<file path="config.mk">
export PLATFORM = sky130hd
export DESIGN_NAME = operand_fetch
export DESIGN_NICKNAME = d
export VERILOG_FILES = /design/src/rtl/alu_pkg.sv /design/src/rtl/reg_file.sv /design/src/rtl/operand_fetch.sv
export SDC_FILE = /design/constraint.sdc
export NUM_CORES = 2
export LEC_CHECK = 0
export CORE_MARGIN = 3
export CORE_UTILIZATION = 55
export DETAILED_ROUTE_END_ITERATION = 16
export PLACE_DENSITY = 0.72
export SYNTH_ARGS = -nofsm -noshare
export SYNTH_HDL_FRONTEND = slang
export SYNTH_SLANG_ARGS = --single-unit
</file>
<file path="constraint.sdc">
create_clock -name clk -period 52.9 [get_ports clk]
set_clock_uncertainty 0.05 [all_clocks]
set_input_delay 7.935 -clock clk [delete_from_list [all_inputs] [get_ports clk]]
set_output_delay 7.935 -clock clk [all_outputs]
set_load 0.01 [all_outputs]
</file>
<file path="src/rtl/alu_pkg.sv">
// Shared constants for the operand-fetch / ALU boundary: default widths,
// RV32I major opcodes and funct7 values, the 5-bit ALU opcode map and a
// field view of the instruction word.
package alu_pkg;

    localparam int DEF_WIDTH    = 32;
    localparam int DEF_OP_WIDTH = 5;
    localparam int DEF_REG_AW   = 5;

    // RV32I major opcodes handled by this stage
    localparam logic [6:0] OPC_OP     = 7'b0110011;
    localparam logic [6:0] OPC_OP_IMM = 7'b0010011;

    // funct7 encodings: base ops and the SUB/SRA alternate
    localparam logic [6:0] F7_BASE = 7'b0000000;
    localparam logic [6:0] F7_ALT  = 7'b0100000;

    // funct3 values that need special decode treatment
    localparam logic [2:0] F3_ADD = 3'b000;
    localparam logic [2:0] F3_SLL = 3'b001;
    localparam logic [2:0] F3_SR  = 3'b101;

    // ALU opcode map, {funct7[5], funct3, 1'b1}; all-zero marks "no operation"
    localparam logic [4:0] ALU_NOP  = 5'b00000;
    localparam logic [4:0] ALU_ADD  = 5'b00001;
    localparam logic [4:0] ALU_SUB  = 5'b10001;
    localparam logic [4:0] ALU_SLL  = 5'b00011;
    localparam logic [4:0] ALU_SLT  = 5'b00101;
    localparam logic [4:0] ALU_SLTU = 5'b00111;
    localparam logic [4:0] ALU_XOR  = 5'b01001;
    localparam logic [4:0] ALU_SRL  = 5'b01011;
    localparam logic [4:0] ALU_SRA  = 5'b11011;
    localparam logic [4:0] ALU_OR   = 5'b01101;
    localparam logic [4:0] ALU_AND  = 5'b01111;

    // R/I-type field layout of a 32-bit instruction word
    typedef struct packed {
        logic [6:0] funct7;
        logic [4:0] rs2;
        logic [4:0] rs1;
        logic [2:0] funct3;
        logic [4:0] rd;
        logic [6:0] opcode;
    } rv_instr_t;

endpackage

</file>
<file path="src/rtl/reg_file.sv">
// Register file: 2 asynchronous read ports, 1 synchronous write port,
// asynchronous reset of every entry, entry 0 hardwired to zero.
module reg_file #(
    parameter int WIDTH  = 32,
    parameter int REG_AW = 5
) (
    input  logic              clk,
    input  logic              rst,
    input  logic [REG_AW-1:0] rd_addr_a,
    output logic [WIDTH-1:0]  rd_data_a,
    input  logic [REG_AW-1:0] rd_addr_b,
    output logic [WIDTH-1:0]  rd_data_b,
    input  logic              wr_en,
    input  logic [REG_AW-1:0] wr_addr,
    input  logic [WIDTH-1:0]  wr_data
);

    localparam int DEPTH = 2 ** REG_AW;

    logic [WIDTH-1:0] regs_q [DEPTH];
    logic [WIDTH-1:0] regs_d [DEPTH];

    // Next register contents: apply the write unless it targets x0
    always_comb begin
        // NOTE: combinational blocks use blocking '=' and assign every output a
        // default first, so no path leaves a value unassigned and infers a latch.
        regs_d = regs_q;
        if (wr_en && wr_addr != '0) begin
            regs_d[wr_addr] = wr_data;
        end
    end

    // Register array with asynchronous clear of every entry
    always_ff @(posedge clk or posedge rst) begin
        // NOTE: the architected state must read zero after reset, so this array is
        // reset entry by entry (flops, not a RAM macro); state updates use '<='.
        if (rst) begin
            for (int i = 0; i < DEPTH; i++) begin
                regs_q[i] <= '0;
            end
        end else begin
            regs_q <= regs_d;
        end
    end

    assign rd_data_a = (rd_addr_a == '0) ? '0 : regs_q[rd_addr_a];
    assign rd_data_b = (rd_addr_b == '0) ? '0 : regs_q[rd_addr_b];

endmodule

</file>
<file path="src/rtl/operand_fetch.sv">
// Operand fetch stage in front of the 32-bit ALU: decodes RV32I R/I-type ALU
// instructions, reads rs1/rs2, and holds opcode/operands in a valid/ready
// output register.
// Build option: define WB_BYPASS_EN to forward a same-cycle writeback into
// the captured operands; otherwise operands are the pre-write register values.
module operand_fetch
    import alu_pkg::*;
#(
    parameter int WIDTH    = DEF_WIDTH,
    parameter int OP_WIDTH = DEF_OP_WIDTH,
    parameter int REG_AW   = DEF_REG_AW
) (
    input  logic                clk,
    input  logic                rst,
    input  logic                in_valid,
    output logic                in_ready,
    input  logic [31:0]         in_instr,
    input  logic                wb_en,
    input  logic [REG_AW-1:0]   wb_addr,
    input  logic [WIDTH-1:0]    wb_data,
    output logic                out_valid,
    input  logic                out_ready,
    output logic [OP_WIDTH-1:0] out_opcode,
    output logic [WIDTH-1:0]    out_a,
    output logic [WIDTH-1:0]    out_b,
    output logic [REG_AW-1:0]   out_rd,
    output logic                out_illegal
);

    rv_instr_t         instr;
    logic [REG_AW-1:0] rs1_addr;
    logic [REG_AW-1:0] rs2_addr;
    logic [WIDTH-1:0]  rf_a;
    logic [WIDTH-1:0]  rf_b;
    logic [WIDTH-1:0]  rs1_val;
    logic [WIDTH-1:0]  rs2_val;
    logic              accept;

    logic                dec_illegal;
    logic [OP_WIDTH-1:0] dec_opcode;
    logic                dec_use_imm;
    logic [WIDTH-1:0]    dec_imm;

    logic                out_valid_d,   out_valid_q;
    logic [OP_WIDTH-1:0] out_opcode_d,  out_opcode_q;
    logic [WIDTH-1:0]    out_a_d,       out_a_q;
    logic [WIDTH-1:0]    out_b_d,       out_b_q;
    logic [REG_AW-1:0]   out_rd_d,      out_rd_q;
    logic                out_illegal_d, out_illegal_q;

    assign instr    = rv_instr_t'(in_instr);
    assign rs1_addr = REG_AW'(instr.rs1);
    assign rs2_addr = REG_AW'(instr.rs2);

    reg_file #(
        .WIDTH  (WIDTH),
        .REG_AW (REG_AW)
    ) u_reg_file (
        .clk       (clk),
        .rst       (rst),
        .rd_addr_a (rs1_addr),
        .rd_data_a (rf_a),
        .rd_addr_b (rs2_addr),
        .rd_data_b (rf_b),
        .wr_en     (wb_en),
        .wr_addr   (wb_addr),
        .wr_data   (wb_data)
    );

    // Source operand values, optionally forwarding a same-cycle writeback
    always_comb begin
        rs1_val = rf_a;
        rs2_val = rf_b;
`ifdef WB_BYPASS_EN
        if (wb_en && wb_addr != '0 && wb_addr == rs1_addr) begin
            rs1_val = wb_data;
        end
        if (wb_en && wb_addr != '0 && wb_addr == rs2_addr) begin
            rs2_val = wb_data;
        end
`endif
    end

    // Instruction decode: legality, ALU opcode and immediate selection
    always_comb begin
        dec_illegal = 1'b1;
        dec_opcode  = ALU_NOP;
        dec_use_imm = 1'b0;
        dec_imm     = '0;
        case (instr.opcode)
            OPC_OP: begin
                // Alternate funct7 only exists for SUB and SRA
                if (instr.funct7 == F7_BASE ||
                    (instr.funct7 == F7_ALT &&
                     (instr.funct3 == F3_ADD || instr.funct3 == F3_SR))) begin
                    dec_illegal = 1'b0;
                    dec_opcode  = {instr.funct7[5], instr.funct3, 1'b1};
                end
            end
            OPC_OP_IMM: begin
                dec_use_imm = 1'b1;
                if (instr.funct3 == F3_SLL || instr.funct3 == F3_SR) begin
                    // Shift-immediate: upper bits carry funct7, low five the shamt
                    dec_imm = WIDTH'(instr.rs2);
                    if (instr.funct7 == F7_BASE || instr.funct7 == F7_ALT) begin
                        dec_illegal = 1'b0;
                        dec_opcode  = {(instr.funct3 == F3_SR) & instr.funct7[5],
                                       instr.funct3, 1'b1};
                    end
                end else begin
                    dec_imm     = {{(WIDTH-12){in_instr[31]}}, in_instr[31:20]};
                    dec_illegal = 1'b0;
                    dec_opcode  = {1'b0, instr.funct3, 1'b1};
                end
            end
            default: ;
        endcase
    end

    assign in_ready = !out_valid_q || out_ready;
    assign accept   = in_valid && in_ready;

    // Output register next state: load on accept, drop valid on consume, else hold
    always_comb begin
        out_valid_d   = out_valid_q;
        out_opcode_d  = out_opcode_q;
        out_a_d       = out_a_q;
        out_b_d       = out_b_q;
        out_rd_d      = out_rd_q;
        out_illegal_d = out_illegal_q;
        if (accept) begin
            out_valid_d = 1'b1;
            if (dec_illegal) begin
                // Illegal ops travel as a zeroed no-op the ALU result is dropped for
                out_illegal_d = 1'b1;
                out_opcode_d  = '0;
                out_a_d       = '0;
                out_b_d       = '0;
                out_rd_d      = '0;
            end else begin
                out_illegal_d = 1'b0;
                out_opcode_d  = dec_opcode;
                out_a_d       = rs1_val;
                out_b_d       = dec_use_imm ? dec_imm : rs2_val;
                out_rd_d      = REG_AW'(instr.rd);
            end
        end else if (out_ready) begin
            out_valid_d = 1'b0;
        end
    end

    // Output pipeline register with asynchronous clear
    always_ff @(posedge clk or posedge rst) begin
        if (rst) begin
            out_valid_q   <= 1'b0;
            out_opcode_q  <= '0;
            out_a_q       <= '0;
            out_b_q       <= '0;
            out_rd_q      <= '0;
            out_illegal_q <= 1'b0;
        end else begin
            out_valid_q   <= out_valid_d;
            out_opcode_q  <= out_opcode_d;
            out_a_q       <= out_a_d;
            out_b_q       <= out_b_d;
            out_rd_q      <= out_rd_d;
            out_illegal_q <= out_illegal_d;
        end
    end

    assign out_valid   = out_valid_q;
    assign out_opcode  = out_opcode_q;
    assign out_a       = out_a_q;
    assign out_b       = out_b_q;
    assign out_rd      = out_rd_q;
    assign out_illegal = out_illegal_q;

endmodule
</file>
# Yosys cells after proc, flatten, opt, wreduce, memory -nomap -nowiden
# Index checks and enable logic that the tools add are counted.
# word_totals
out_inout_bits,77
register_bits,1100
inputBits,74
# op_classes
reduce_logical,16
eq_ne,5
magnitude_cmp,4
muxes,30
bitwise,4
# ops
cell,count
$bwmux 1024,1
$mux 32,12
$bmux 32 s5,2
$demux 32 s5,1
$mux 5,5
$ge 6x6->1 const B,3
$not 5->6,3
$eq 7x6->1 const B,2
$logic_not 5->1,2
$pmux 5 s2,1
$eq 7x5->1 const B,1
$logic_not 7->1,1
$mux 1,7
$lt 6x1->1 const B,1
$logic_or 1x1->1,5
$reduce_bool 5->1,1
$logic_and 1x1->1,4
$eq 3x1->1 const B,1
$eq 3x3->1 const B,1
$logic_not 3->1,1
$pmux 1 s2,1
$reduce_bool 2->1,1
$and 1x1->1,1
$logic_not 1->1,1

# Logic depth before layout (Yosys ltp)
# logic_depth
word_depth,7
ltp_mapped,11
mapped_depth_nobuf,5

# Cells and area by module
# From an unflattened synthesis, not the netlist that was laid out.
# unflattened
cells_unflattened,4070
hier_area_um2,58000.6
# modules_own_cells
module,seq_area_each_um2,n_inst,area_per_inst_um2,cells_each
reg_file,25624.6,1,54546.1,3724
operand_fetch,1901.8,1,3454.6,346

# Worst setup path before layout
# No wires, ideal clock.
# synth_path
kind,input to output
start,input port out_ready
end,output port in_ready
required_time_ns,44.915
stages,1
arrival_time_ns,8.138
path_slack_ns,36.777
path_buffers,0
path_cell_list,nand2b_1
# synth_via
elab_chain_cells,1
# synth_lines
item,line,rtl
from (decl),operand_fetch.sv:22,"input logic out_ready,"
$logic_or 1x1->1,operand_fetch.sv:120,assign in_ready = !out_valid_q || out_ready;
to (decl),operand_fetch.sv:16,"output logic in_ready,"
# No other way between the ends.

# Worst setup path in the final report
# Same ends and word-level chain as after synthesis.

==> flow_summary.yaml <==
placed_design:
  hpwlAfterDp_mm: 105
  port-buffer-count: 150
  gp_congestion: 0.831
floorplanning:
  core.rowCount: 117
  io_pins: 151
  core_sq_um: 102000
  start_util_pct: 55.8
  fp.dieH_microns: 328
  die_width_microns: 328
  die-area_sq_um: 108000
global_routing:
  grt_usage_pct: 34.5
  antenna_found_initial: 13
  gr-total-overflow: 0
  grt_pass1_wl_mm: 271
  grt_pass1_vias: 38400
  grt_start_max_net_pins: 185
yosys:
  synth_area_per_cell_sq_um: 14.7
  synth_flop_cell: "dfrtp_1"
  yosys_warnings: 0
  synth_cells: 3871
  synthMuxAreaShare_pct: 40.2
  synth_top_family_by_area: "multiplexers"
  async_reset_ff_share_pct: 100
  ys_ff_latch: 1100
  synth_edf_count: 0
  synth-xor-area-share_pct: 0.0153
  yosys.area_share.adder_pct: 0
  syn_nets: 3945
  syn-cell-area_sq_um: 57100
  synth-compound-area-share_pct: 5.61
  ys_types: 61
  synthSimpleGateAreaFrac_pct: 2.32
  ys_seq_area_share_pct: 48.2
detailed_routing:
  vias_per_cell: 7.19
  wirelength_mm: 185
  post-route-drc-count: 0
  drtIter0Drc: 4361
  drtAntennaViolNets: 0
  detail_route.wl_per_cell_microns: 35.1
  first_pass_iters: 6
  dr_total_vias: 37900
worst_setup_path:
  worstReg2RegStart: "out_valid$_DFFE_PP0P_"
  worstReg2RegEnd: "out_a[23]$_DFFE_PP0P_"
  critical_path_class: "input port to primary output"
  crit_path_end_kind: "primary output"
  start_kind: "input port"
  worstPathMaxFanout: 5
  reg2reg_slack_ps: 49780
  worstRegToRegCells: 7
  cp.required_ps: 44920
  arrival_ps: 9190
timing:
  setup-tns-final_ps: 0
  setup_viol: 0
  slew_violations: 0
  period_share_pct: 32.5
  worst_slew_pin_slew_ps: 1220
  grt_setup_unrepaired: "no"
  max_freq_mhz: 58.2
  whs_ps: 327
  hold_violations: 0
  period_minus_slack_ps: 17170
  relSlewSlack_pct: 18.7
power_and_ir_drop:
  power_frac_clock_pct: 35.8
  p_seq_share_pct: 45.9
  power_frac_comb_pct: 18.3
  p_sw_w: 0.000635
  power_w: 0.00240
  peakVddDrop_v: 0.0000272
  p_sw_share_pct: 26.5
  power_leakage_nw: 27.4
  internal_power_w: 0.00176
  power_density_nw_per_um2: 37.9
job:
  max_cap_violations: 0
finish:
  fill_cells: 7602
  drive_gt1_share_pct: 45.3
  multi_input_area_sq_um: 27800
  num-nets-final: 3873
  syn_to_final_growth_pct: 11.0
  seq_area_sq_um: 27500
clock_network:
  clock-sinks: 1100
  cts_hold_buf: 0
  cts_setup_buffers: 0
  clkTransAtPathRegs_ps: 60
  ctsResizeCount: 0
  numCtsBuffers: 116
  tritoncts: "yes"
  cts-root-buf: "clkbuf_16"
  cts_buffer_depth: 3
  h-tree-depth: 3
  insertion_delay_ps: 700
status:
  status: "finished clean"
hold_path:
  hold_path_depth: 0
  min_from: "u_reg_file.regs_q[997]$_DFFE_PP0P_"
  hp-class: "flip-flop to flip-flop"
  holdPathEnd: "u_reg_file.regs_q[997]$_DFFE_PP0P_"
==> metal layers <==
metal | up-vias | part of all wire [%] | GRT usage (%)
met5 | - | 0.064 | 0.408
met4 | 12 | 4.7 | 15.6
met1 | 20400 | 40 | 47.5
met2 | 2114 | 46 | 52.3
li1 | 14900 | - | -
met3 | 459 | 10 | 8.67
==> worst max-delay path by stage <==
| stage | slack [ps] | end | start | cells past startpoint |
|---|---|---|---|---|
| 6_report | 35730 | in_ready | out_ready | 3 |
| 5_1_grt | 35670 | in_ready | out_ready | 3 |
| 4_1_cts | 35720 | in_ready | out_ready | 3 |
| 3_5_place_dp | 35730 | in_ready | out_ready | 3 |
| 3_3_place_gp | 35720 | in_ready | out_ready | 3 |
| 2_1_floorplan | 13940 | out_a[0]$_DFFE_PP0P_ | rst | 1 |
==> metrics by stage <==
| stage | cell area [sq um] | std cells | setup WS, ps | util (%) |
|---|---|---|---|---|
| after floorplan | 57100 | 3871 | 13940 | - |
| after global placement | 59300 | 5049 | 35720 | 58.0 |
| after detailed placement | 59300 | 5049 | 35730 | 58.0 |
| after CTS | 63300 | 5258 | 35720 | 61.9 |
| after global routing | 63300 | 5261 | 35670 | 61.9 |
| final | 63400 | 5268 | 35730 | 61.9 |
==> cell usage in the layout (no fill, tap or decap), types with 8 or more instances in the layout <==
cell type / instances
a211oi_1: 25
a21oi_1: 63
a221o_1: 8
a221oi_1: 22
a22o_1: 67
a22oi_1: 99
a31oi_1: 13
a32o_1: 18
buf_4: 94
bufinv_16: 12
clkbuf_1: 22
clkbuf_16: 119
clkbuf_8: 33
clkdlybuf4s50_1: 142
clkinv_2: 18
dfrtp_1: 1100
diode_2: 10
mux2_2: 1020
mux2i_1: 212
mux4_1: 17
mux4_2: 396
nand2_1: 50
nand2_2: 15
nand3_1: 43
nand4_1: 23
nor2_1: 19
nor2_4: 18
nor2b_1: 18
nor3_1: 13
o21ai_0: 30
o221ai_1: 44
==> cell families (layout without fill, tap and decap cells) <==
kind of cell    after synthesis  in the layout
mux                        1645           1645
flops                      1100           1100
buf+inv                     442            461
compound gates              427            427
simple gates                256            256
xor+xnor                      1              1
other cells                   0             10
==> synthesized netlist by cell type (4+ instances only) <==
library cell  instances  area share [%]
a211o_1               4           0.061
a211oi_1             25            0.33
a21oi_1              63            0.55
a221o_1               8            0.14
a221oi_1             22            0.34
a22o_1               67             1.0
a22oi_1              99             1.3
a31oi_1              13            0.14
a32o_1               18            0.32
a32oi_1               4           0.061
and2_1                7           0.077
and3_1                5           0.055
buf_1                59            0.39
buf_2                65            0.57
buf_4                42            0.55
buf_6                14            0.28
clkbuf_1            254             1.7
dfrtp_1            1100              48
mux2_2             1020              20
mux2i_1             212             3.7
mux4_1               17            0.78
mux4_2              396              16
nand2_1              66            0.43
nand2b_1              5           0.055
nand3_1              43            0.38
nand3b_1              4           0.053
nand4_1              23            0.25
nor2_1               38            0.25
nor2b_1              23            0.25
nor3_1               13            0.11
nor3b_1               6           0.079
o21ai_0              30            0.26
o21ai_1               4           0.035
o221ai_1             44            0.68
o22ai_1               6           0.066
o31ai_1               4           0.053
or3b_2                4           0.061
or4_1                 4           0.053
==> power by group through the flow <==
stage | registers [W] | clock network, W | logic [W]
after global placement | 0.00110 | 0 | 0.000426
after CTS | 0.00109 | 0.000865 | 0.000439
after global routing | 0.00112 | 0.000901 | 0.000471
after floorplan | 0.00108 | 0 | 0.000352
final | 0.00110 | 0.000859 | 0.000440
after detailed placement | 0.00111 | 0 | 0.000437
==> state kept, by name, summed over array words and instances, names as in the netlist <==
signal and count:
u_reg_file.regs_q 1024, out_a 32, out_valid 1, out_opcode 5, out_illegal 1, out_b 32
out_rd 5
==> critical path, cell delays in order <==
cell,delay [ps]
clkdlybuf4s50_1,450
nand2b_1,220
clkdlybuf4s50_1,580
==> area by class of cell <==
type                    count  area share (%)
multi-input cells        2329            43.8
clock buffers             174            5.55
repair buffers            247            3.63
inverters                   5          0.0415
flip-flops and latches   1100            43.5
clock inverters            35           0.774
well taps                1368            2.70
diodes                     10          0.0395
(Power assumes the default switching activity.)
